--- src/rtl/dino_audio_pkg.sv ---
// Shared constants for the game audio path: melody ROMs, sequencer FSM encodings
// and the pitch-scaling helper.
package dino_audio_pkg;

   localparam int NOTE_COUNT = 4;

   // Raw half-period (clock cycles) per note; 0 marks a rest.
   localparam logic [15:0] HALF_PERIOD [NOTE_COUNT] = '{16'd28409, 16'd21276, 16'd0, 16'd14204};
   localparam logic [7:0]  DUR_UNITS   [NOTE_COUNT] = '{8'd6, 8'd6, 8'd2, 8'd12};

   localparam logic [1:0] ST_IDLE = 2'd0;
   localparam logic [1:0] ST_PLAY = 2'd1;
   localparam logic [1:0] ST_GAP  = 2'd2;

   // Pitch-shifted half-period; a real note never collapses into a rest.
   function automatic logic [15:0] scaled_half(input logic [15:0] raw, input int unsigned shift);
      logic [15:0] s;
      s = raw >> shift;
      if (raw != 16'd0 && s == 16'd0) s = 16'd1;
      return s;
   endfunction

endpackage

--- src/rtl/tone_divider.sv ---
// Half-period down-counter producing a square-wave phase; a zero period is a rest
// and holds the phase low.
module tone_divider #(
   parameter int DIV_W = 16
) (
   input  logic             clk,
   input  logic             rst_n,
   input  logic             load,
   input  logic             enable,
   input  logic [DIV_W-1:0] half,
   output logic             phase_next
);

   logic [DIV_W-1:0] count, count_next;
   logic [DIV_W-1:0] period, period_next;
   logic             phase;

   // NOTE: every comb output gets a default first so no path infers a latch.
   always_comb begin
      count_next  = count;
      period_next = period;
      phase_next  = phase;
      if (load) begin
         period_next = half;
         count_next  = (half == '0) ? '0 : half - 1'b1;
         phase_next  = 1'b0;
      end else if (enable && period != '0) begin
         if (count == '0) begin
            count_next = period - 1'b1;
            phase_next = ~phase;
         end else begin
            count_next = count - 1'b1;
         end
      end
   end

   // NOTE: state registers use non-blocking assignments so all flops update together.
   always_ff @(posedge clk or negedge rst_n) begin
      if (!rst_n) begin
         count  <= '0;
         period <= '0;
         phase  <= 1'b0;
      end else begin
         count  <= count_next;
         period <= period_next;
         phase  <= phase_next;
      end
   end

endmodule

--- src/rtl/melody_sequencer.sv ---
// Triggered chime player: plays the package melody as a square wave, each note
// followed by a silent gap. Optional restart-on-trigger: MELODY_RETRIGGER_EN.
module melody_sequencer #(
   parameter int DIV_W       = 16,
   parameter int DUR_W       = 24,
   parameter int DUR_SHIFT   = 16,
   parameter int PITCH_SHIFT = 0,
   parameter int GAP_CYCLES  = 4096
) (
   input  logic clk,
   input  logic rst_n,
   input  logic trigger,
   input  logic mute,
   output logic wave_out,
   output logic busy,
   output logic done
);
   import dino_audio_pkg::*;

   localparam int IDX_W = (NOTE_COUNT > 1) ? $clog2(NOTE_COUNT) : 1;

`ifdef MELODY_RETRIGGER_EN
   localparam bit RETRIGGER = 1'b1;
`else
   localparam bit RETRIGGER = 1'b0;
`endif

   logic [DIV_W-1:0] half_tab [NOTE_COUNT];
   logic [DUR_W-1:0] dur_tab  [NOTE_COUNT];

   for (genvar i = 0; i < NOTE_COUNT; i++) begin : g_tab
      localparam longint unsigned DUR_FULL = 64'(DUR_UNITS[i]) << DUR_SHIFT;
      if (DUR_FULL == 0 || DUR_FULL >= (64'd1 << DUR_W)) begin : g_dur_bad
         $error("melody_sequencer: note duration does not fit DUR_W");
      end
      assign half_tab[i] = DIV_W'(scaled_half(HALF_PERIOD[i], PITCH_SHIFT));
      assign dur_tab[i]  = DUR_W'(DUR_FULL);
   end

   if (GAP_CYCLES < 1 || longint'(GAP_CYCLES) >= (64'd1 << DUR_W)) begin : g_gap_bad
      $error("melody_sequencer: GAP_CYCLES out of range");
   end

   logic [1:0]       state, state_next;
   logic [IDX_W-1:0] note_idx, idx_next;
   logic [DUR_W-1:0] dur_cnt, dur_next;
   logic             done_next;
   logic             load, enable, phase_next;

   always_comb begin
      state_next = state;
      idx_next   = note_idx;
      dur_next   = dur_cnt;
      done_next  = 1'b0;
      load       = 1'b0;
      case (state)
         ST_IDLE: if (trigger) begin
            state_next = ST_PLAY;
            idx_next   = '0;
            dur_next   = dur_tab[0] - 1'b1;
            load       = 1'b1;
         end
         ST_PLAY: if (dur_cnt == '0) begin
            state_next = ST_GAP;
            dur_next   = DUR_W'(GAP_CYCLES - 1);
         end else begin
            dur_next = dur_cnt - 1'b1;
         end
         ST_GAP: if (dur_cnt == '0) begin
            if (note_idx == IDX_W'(NOTE_COUNT - 1)) begin
               state_next = ST_IDLE;
               done_next  = 1'b1;
            end else begin
               state_next = ST_PLAY;
               idx_next   = note_idx + 1'b1;
               dur_next   = dur_tab[idx_next] - 1'b1;
               load       = 1'b1;
            end
         end else begin
            dur_next = dur_cnt - 1'b1;
         end
         default: state_next = ST_IDLE;
      endcase
      // A restart overrides the normal transition, including a pending done.
      if (RETRIGGER && trigger && state != ST_IDLE) begin
         state_next = ST_PLAY;
         idx_next   = '0;
         dur_next   = dur_tab[0] - 1'b1;
         done_next  = 1'b0;
         load       = 1'b1;
      end
   end

   assign enable = (state == ST_PLAY) && (state_next == ST_PLAY) && !load;

   tone_divider #(.DIV_W(DIV_W)) u_tone (
      .clk        (clk),
      .rst_n      (rst_n),
      .load       (load),
      .enable     (enable),
      .half       (half_tab[idx_next]),
      .phase_next (phase_next)
   );

   always_ff @(posedge clk or negedge rst_n) begin
      if (!rst_n) begin
         state    <= ST_IDLE;
         note_idx <= '0;
         dur_cnt  <= '0;
         wave_out <= 1'b0;
         busy     <= 1'b0;
         done     <= 1'b0;
      end else begin
         state    <= state_next;
         note_idx <= idx_next;
         dur_cnt  <= dur_next;
         wave_out <= (state_next == ST_PLAY) && phase_next && !mute;
         busy     <= (state_next != ST_IDLE);
         done     <= done_next;
      end
   end

endmodule

--- config.mk ---
export PLATFORM = sky130hd
export DESIGN_NAME = melody_sequencer
export DESIGN_NICKNAME = d
export VERILOG_FILES = /design/src/rtl/dino_audio_pkg.sv /design/src/rtl/tone_divider.sv /design/src/rtl/melody_sequencer.sv
export SDC_FILE = /design/constraint.sdc
export NUM_CORES = 1
export LEC_CHECK = 0
export ABC_AREA = 1
export CAP_MARGIN = 0
export CORE_MARGIN = 10
export CORE_UTILIZATION = 40
export DETAILED_ROUTE_END_ITERATION = 8
export GPL_TIMING_DRIVEN = 0
export PLACE_DENSITY_LB_ADDON = 0.25
export SETUP_SLACK_MARGIN = 0.15
export SYNTH_ARGS = -nofsm -noshare
export SYNTH_HDL_FRONTEND = slang
export SYNTH_SLANG_ARGS = --single-unit
--- constraint.sdc ---
create_clock -name clk -period 5.5 [get_ports clk]
set_input_delay 0.825 -clock clk [delete_from_list [all_inputs] [get_ports clk]]
set_output_delay 0.825 -clock clk [all_outputs]
set_load 0.01 [all_outputs]
After elaboration in Yosys (flattened, before gate mapping). Index checks and enable logic that the tools add are counted.

Add/sub/neg operators: 6. Magnitude comparators: 2. Equality and inequality tests: 6. Muxes and demuxes: 34. Bitwise logic cells: 3. Reduce and logical (&&, ||, !) cells: 16.

Operators by type and width (number): 24-bit 2-to-1 mux (6); 16-bit 2-to-1 mux (6); 24-bit one-hot mux with 3 select lines (1); 24-bit binary-select mux with 2-bit select (1); 16-bit by 1-bit subtractor with 16-bit output, second input constant (3); 24-bit by 1-bit subtractor with 24-bit output, second input constant (2); 16-bit binary-select mux with 2-bit select (1); 16-bit logical NOT (2); 24-bit logical NOT (1); 16-bit nonzero test (1); 2-bit 2-to-1 mux (6); 1-bit 2-to-1 mux (10); 3-bit >= comparator, second input constant (2); 2-bit inverter with 3-bit output (2); 2-bit one-hot mux with 3 select lines (1); 1-bit logical AND (5); 2-bit by 1-bit equality test with 1-bit output, second input constant (2); 2-bit equality test, second input constant (2); 2-bit one-hot mux with 2 select lines (1); 2-bit nonzero test (2); 3-bit != test, second input constant (1); 3-bit AND reduction (1); 3-bit nonzero test (1); 2-bit by 1-bit adder with 2-bit output, second input constant (1); other kinds (5) (6).

Flip-flop bits (word level): 64. Output and inout port bits: 3. Logic and storage cells: 76.

Longest topological paths before layout.
Depth after elaboration: 12. Mapped depth: 17.

Cells and area by module. A second synthesis with hierarchy kept.

Cells, all modules: 713. Area, all modules: 4889.7 um^2.

By module, submodules not included: tone_divider (instances 1, cells an instance 377, area an instance 2538.7 um^2, sequential area each 825.8 um^2); melody_sequencer (instances 1, cells an instance 336, area an instance 2351.0 um^2, sequential area each 775.7 um^2).

Worst setup path before layout. Ideal clock, no wire load.

Kind: register to register. Start point: register dur_cnt[0]. End point: register u_tone.count[6]. Arrival time: 2.308 ns. Data required time: 5.375 ns. Slack: 3.067 ns. Stages on the path, launching flop included: 16. Clock period less this slack: 2.433 ns. Cells stage by stage: dfrtp_1 -> inv_1 -> ha_1 -> nand2_2 -> nor2_4 -> nand2_2 -> nor2_4 -> buf_4 -> nand2_1 -> o211ai_1 -> o21ai_0 -> ha_1 -> nand2_1 -> inv_1 -> o21ai_0 -> o21ai_1.

Longest elaborated chain between the ends: 10. Elaborated cells on any way between the ends: 22. Those cells by class: add/sub (1); eq/ne (1); mux (12); bitwise (1); reduce/logical (7).

RTL lines: from (decl) (line melody_sequencer.sv:46) `logic [DUR_W-1:0] dur_cnt, dur_next;`; from (signal assigned) (line melody_sequencer.sv:116) `dur_cnt <= dur_next;`; 24-bit logical NOT (line melody_sequencer.sv:69) `ST_GAP: if (dur_cnt == '0) begin`; 2-bit 2-to-1 mux (line melody_sequencer.sv:69); 2-bit one-hot mux with 2 select lines (line melody_sequencer.sv:56) `case (state)`; net idx_next[1] (line melody_sequencer.sv:45) `logic [IDX_W-1:0] note_idx, idx_next;`; 2-bit inverter with 3-bit output (implied by the code) (line melody_sequencer.sv:101) `.half (half_tab[idx_next]),`; 16-bit binary-select mux with 2-bit select (line melody_sequencer.sv:101); 16-bit 2-to-1 mux (implied by the code) (2 in series) (line melody_sequencer.sv:101); net u_tone.half[10] (line tone_divider.sv:10) `input logic [DIV_W-1:0] half,`; 16-bit logical NOT (line tone_divider.sv:25) `count_next = (half == '0) ? '0 : half - 1'b1;`; 16-bit 2-to-1 mux (line tone_divider.sv:25); 16-bit 2-to-1 mux (line tone_divider.sv:23) `if (load) begin`; to (signal assigned) (line tone_divider.sv:44) `count <= count_next;`; to (decl) (line tone_divider.sv:14) `logic [DIV_W-1:0] count, count_next;`.

The timed path passes the listed nets, and every way through them passes these cells. The select of a mux whose other input is x is not followed. A chain may end at the register's enable or synchronous reset.

Final worst setup path. Ends and elaborated chain as after synthesis.

==> impl_metrics.toml <==
[yosys]
seq_area_frac_synth = 0.363
yosys_warnings = 0
synthesis.area_mm2 = 0.00366
async_reset_ff_frac = 1.00
syn_nets = 556
synth-seq-cells = 53
yosysUniqueCellTypes = 38
syn_avg_cell_area_um2 = 6.82
netlist_instances = 536
synth_edf_count = 0
synth-main-ff-cell = "dfrtp_1"

[finish]
final_common_cell = "nand2_1"
nets = 570
area_growth_pct = 8.80
layout_common_cells = "147 x nand2_1, 76 x nor2_1, 68 x inv_1, 53 x dfrtp_1, 37 x nand3_1"
nFillCells = 894
antenna_cells = 0
drive_gt1_frac = 0.0708

[detailed_routing]
avgRoutedWirePerCell_um = 13.5
routed_wl_um = 8900
drc = 0
viasPerCell = 5.21
first_pass_iters = 5
first_iter_violations = 218
dr_total_vias = 3432
ant_nets = 0

[placed_design]
place.gp.congestion = 0.885
io_buffers = 6
dpl.hpwl_um = 6660

[grt]
use_met3 = 0.0233
grt_max_degree = 35
antenna_found_initial = 0
grt_pass1_vias = 3079
grt_first_pass_wirelength_um = 15000
grt_use_met2 = 0.217
grtUsageMet1 = 0.191
top_usage_layer = "met2"
grt_usage = 0.137
grt_overflow = 0

[timing]
finalCritPeriodShare = 0.554
fin_skew_ps = 18.0
setup_tns_ps = 0
setup_viol = 0
max_freq_ghz = 0.328
fin_hold_ws_ps = 454
min_period_ps = 3050
worst_pin_slew_ps = 714
final_max_slew_viol_count = 0
hold_viol = 0
max_slew_margin = 0.519
rsz0062_at_grt = "no"

[floorplan]
fp.dieArea_mm2 = 0.0134
num_rows = 34
initial_core_util = 0.415
ios = 7
core_area_mm2 = 0.00881
die_y_um = 116
die_x_um = 116

[cts]
cts.clk_slew.worst_paths_ps = 100
cts_sinks = 53
cts_resized = 0
root_buffer = "clkbuf_8"
hold_buffers = 0
post_cts_buffers = 0
cts_tree = "yes"
clockBufferDepth = 2
htreeDepth = 2
cts_made_buffers = 5
insertion_delay_ps = 310

[power]
ir_worst_vdd_mv = 0.0866
p_leak_nw = 2.16
power_density_mw_per_mm2 = 169

[critical_path]
worstPathRequired_ps = 5680
start_kind = "flip-flop"
critPathCaptureType = "flip-flop"
critPathMaxFanout = 10
critPathKind = "flip-flop to flip-flop"
cp.arrival_ps = 3230

[status]
status = "completed"

[worst_hold_path]
hold_class = "input pin to async pin"

[run]
drv_cap = 0
[sequential cells by signal (all words and copies together), names as in the netlist]
name,cells
wave_out,1
done,1
busy,1
u_tone.count,16
dur_cnt,24
u_tone.phase,1
note_idx,2
state,2
u_tone.period,5
[report_power, final]
group | leakage (nW) | internal, W | switching (W) | total [W]
clock network | 0.0554 | 0.000137 | 0.000134 | 0.000271
logic | 1.46 | 0.00000312 | 0.00000822 | 0.0000113
registers | 0.643 | 0.000389 | 0 | 0.000389
total | 2.16 | 0.000529 | 0.000142 | 0.000672
[critical path: stages (launching register included)]
cell and delay (ps):
dfrtp_1 430, inv_1 170, ha_1 260, nand2_2 120
nor2_4 190, nand2_2 120, nor2_4 120, buf_4 190
nand2_1 60, o211ai_1 80, o21ai_0 300, ha_1 380
nand2_1 200, inv_1 60, o21ai_0 160, o21ai_1 90
[path summary, 6_finish.rpt]
kind                                            endpoint                     startpoint  slack [ps]  cells after the start
setup / recovery             u_tone.count[6]$_DFFE_PN0P_         dur_cnt[0]$_DFFE_PN0P_        2450                     15
max in group asynchronous    u_tone.count[8]$_DFFE_PN0P_                          rst_n        4480                      2
setup reg to reg             u_tone.count[6]$_DFFE_PN0P_         dur_cnt[0]$_DFFE_PN0P_        2450                     15
min in group clk           u_tone.period[14]$_DFFE_PN0N_  u_tone.period[14]$_DFFE_PN0N_         500                      2
hold / removal                   dur_cnt[10]$_DFFE_PN0P_                          rst_n         450                      1
hold reg to reg            u_tone.period[14]$_DFFE_PN0N_  u_tone.period[14]$_DFFE_PN0N_         500                      2
[routing by layer]
| layer | up-vias | part of all wire |
|---|---|---|
| met5 | - | 0 |
| met4 | 0 | 0.010 |
| met3 | 12 | 0.045 |
| met2 | 74 | 0.46 |
| met1 | 1614 | 0.49 |
| li1 | 1732 | - |
[cell usage after synthesis, types with 4 or more instances]
cell / count / area, um2
a21oi_1: 36 / 180
a22oi_1: 5 / 37.5
buf_2: 4 / 20.0
dfrtp_1: 53 / 1330
ha_1: 16 / 200
inv_1: 68 / 255
nand2_1: 147 / 552
nand3_1: 37 / 185
nand3b_1: 4 / 30.0
nand4_1: 5 / 31.3
nor2_1: 76 / 285
nor2_2: 4 / 25.0
o21ai_0: 26 / 130
o21ai_1: 7 / 35.0
or2_2: 5 / 31.3
xor2_1: 7 / 61.3
[metrics by stage]
stage	utilization	power, W	worst slack (ps)	cells	instance area [um2]
2_1_floorplan	-	0.000397	3070	536	3660
3_3_place_gp	0.437	0.000408	1860	650	3850
3_5_place_dp	0.439	0.000409	2360	651	3870
4_1_cts	0.452	0.000684	2450	659	3980
5_1_grt	0.452	0.000700	2160	659	3980
6_report	0.452	0.000672	2450	659	3980
[cell type report]
cell class / instances / area, um2 / area share
clock buffer: 6 / 72.6 / 0.0182
inverter: 72 / 270 / 0.0679
tap: 108 / 135 / 0.0340
multi-input combinational: 401 / 2000 / 0.502
clock inverter: 2 / 38.8 / 0.00975
buffer: 10 / 61.3 / 0.0154
sequential: 53 / 1330 / 0.333
timing repair buffer: 7 / 75.1 / 0.0189
[logic make-up after synthesis]
family / share of synthesized area
and+or+nand+nor: 0.339
AOI/OAI and AO/OA: 0.131
buffers and inverters: 0.0907
DFF: 0.363
adders and majority gates: 0.0548
xor gates and xnor gates: 0.0216
(Power assumes the default switching activity.)
==> variant, RTL diff (same settings) <==
Make the reset (`rst_n`) synchronous in 2 clocked blocks.
--- a/src/rtl/tone_divider.sv
+++ b/src/rtl/tone_divider.sv
@@ -37,3 +37,3 @@
    // NOTE: state registers use non-blocking assignments so all flops update together.
-   always_ff @(posedge clk or negedge rst_n) begin
+   always_ff @(posedge clk) begin
       if (!rst_n) begin
--- a/src/rtl/melody_sequencer.sv
+++ b/src/rtl/melody_sequencer.sv
@@ -104,3 +104,3 @@
 
-   always_ff @(posedge clk or negedge rst_n) begin
+   always_ff @(posedge clk) begin
       if (!rst_n) begin
Behaviour: differs if rst_n is asserted again (counterexample within 4 cycles, from zero or initial values and one cycle with rst_n low); with rst_n held inactive, the same outputs for 10 cycles.
==> variant against the original RTL <==
- routed wire length up 2.1%
- sequential cell count unchanged
- setup slack worse by 0.047 ns
- design area decreased by 3.8%
- count of clock-buffer cells in the layout is the same
- synthesized area shrank 2.9%
Power is not compared: it rests on default switching activity, and its combinational part moved more than twofold at a synthesized area within 25%.
==> variant: results (changes against the original RTL) <==
Area after DPL=3745 um^2 (-3.1%); via count=3512 (+2.3%); routed wl met3=444 um (+12%); top_reg_cell synth=dfxtp_1; largest cells by area after synthesis=dfxtp_1 30%, nand2_1 13%, nor2_1 10%, inv_1 6.9%, ha_1 6.0%; HP Class=flop to flop; Crit Reg-Reg Endpoint=u_tone.count[5]$_SDFFE_PN0P_; met3 Track Usage GR=2.254% (-0.072 points); DRT met1 WL=4.607 mm (+6.3%); Post-synth ARST share=0% (-100 points); synth cell count leaders=121 x nand2_1, 95 x nor2_1, 65 x inv_1; Vias/cell=5.218 (+0.20%); Clock Skews=0.007408 ns (-0.01063 ns); Distinct cells, synth=40 (+5.3%); post-synthesis cell count=551 (+2.8%); HPWL after detailed placement=6.897 mm (+3.5%); r2r startpoint=dur_cnt[0]$_SDFFE_PN0P_; sequential fraction of the synthesis area=29.89% (-6.4 points); Worst EP arrival=3.31 ns (+0.08 ns); Max-slew headroom=58.50% (+6.6 points); final WL=9.090 mm (+2.1%); largest net degree at the start of global routing=16 (-54%); metal2 WL=3.993 mm (-1.9%); outcome=complete, no violations; Worst path slowest cell=a21oi_1; Initial DRC Count=240 (+10%); met2 GRT Util=21.45% (-0.21 points); gr usage total=14.03% (+0.34 points); routability cong.=0.9226 (+4.2%); vias in the first global route=3159 (+2.6%); first-pass GRT wire length=15.37 mm (+2.5%); Final #Nets=585 (+2.6%)
-- variant: changes by cell type after synthesis, moves of 5 or more --
| cell | unedited run | this run |
|---|---|---|
| dfrtp_1 | 53 | 0 |
| dfxtp_1 | 0 | 53 |
| nand2_1 | 147 | 121 |
| nor2_1 | 76 | 95 |
| a221oi_1 | 0 | 14 |
| a21oi_1 | 36 | 25 |
| nor3_1 | 3 | 12 |
| a22oi_1 | 5 | 0 |
| clkbuf_1 | 3 | 8 |
-- variant: worst min-delay path by stage --
stage,cells past startpoint,slack [ns],to
after global placement,2,0.48,u_tone.period[12]$_SDFFE_PN0N_
after global routing,2,0.52,dur_cnt[23]$_SDFFE_PN0P_
after CTS,2,0.51,u_tone.period[12]$_SDFFE_PN0N_
final,2,0.51,dur_cnt[23]$_SDFFE_PN0P_
after floorplan,2,0.45,u_tone.period[13]$_SDFFE_PN0N_
after detailed placement,2,0.48,u_tone.period[12]$_SDFFE_PN0N_
-- variant: layout make-up --
cell class	count	area (um^2)
multi-input combinational	414	2150
fill	928	4851
clock inverter	2	10.01
clock buffer	6	72.57
sequential	53	1061
tap	108	135.1
buffer	16	81.33
inverter	68	257.7
timing repair buffer	6	60.06
-- variant: cell families after synthesis --
group,count (synthesis),share of synthesized area (%)
AO/OA/AOI/OAI,84,13.89
XOR/XNOR,15,3.701
adder cells (fa/ha/maj),17,5.992
buffers and inverters,84,9.552
flip-flops,53,29.89
AND/OR/NAND/NOR,298,36.98
-- variant: where the power goes --
group          switching (W)  leakage (nW)  total, W  internal, W
Clock               0.000136        0.0450  0.000225    0.0000890
Combinational       0.000202          1.35  0.000307     0.000105
Sequential         0.0000259         0.438  0.000443     0.000417
Total               0.000364          1.83  0.000975     0.000611
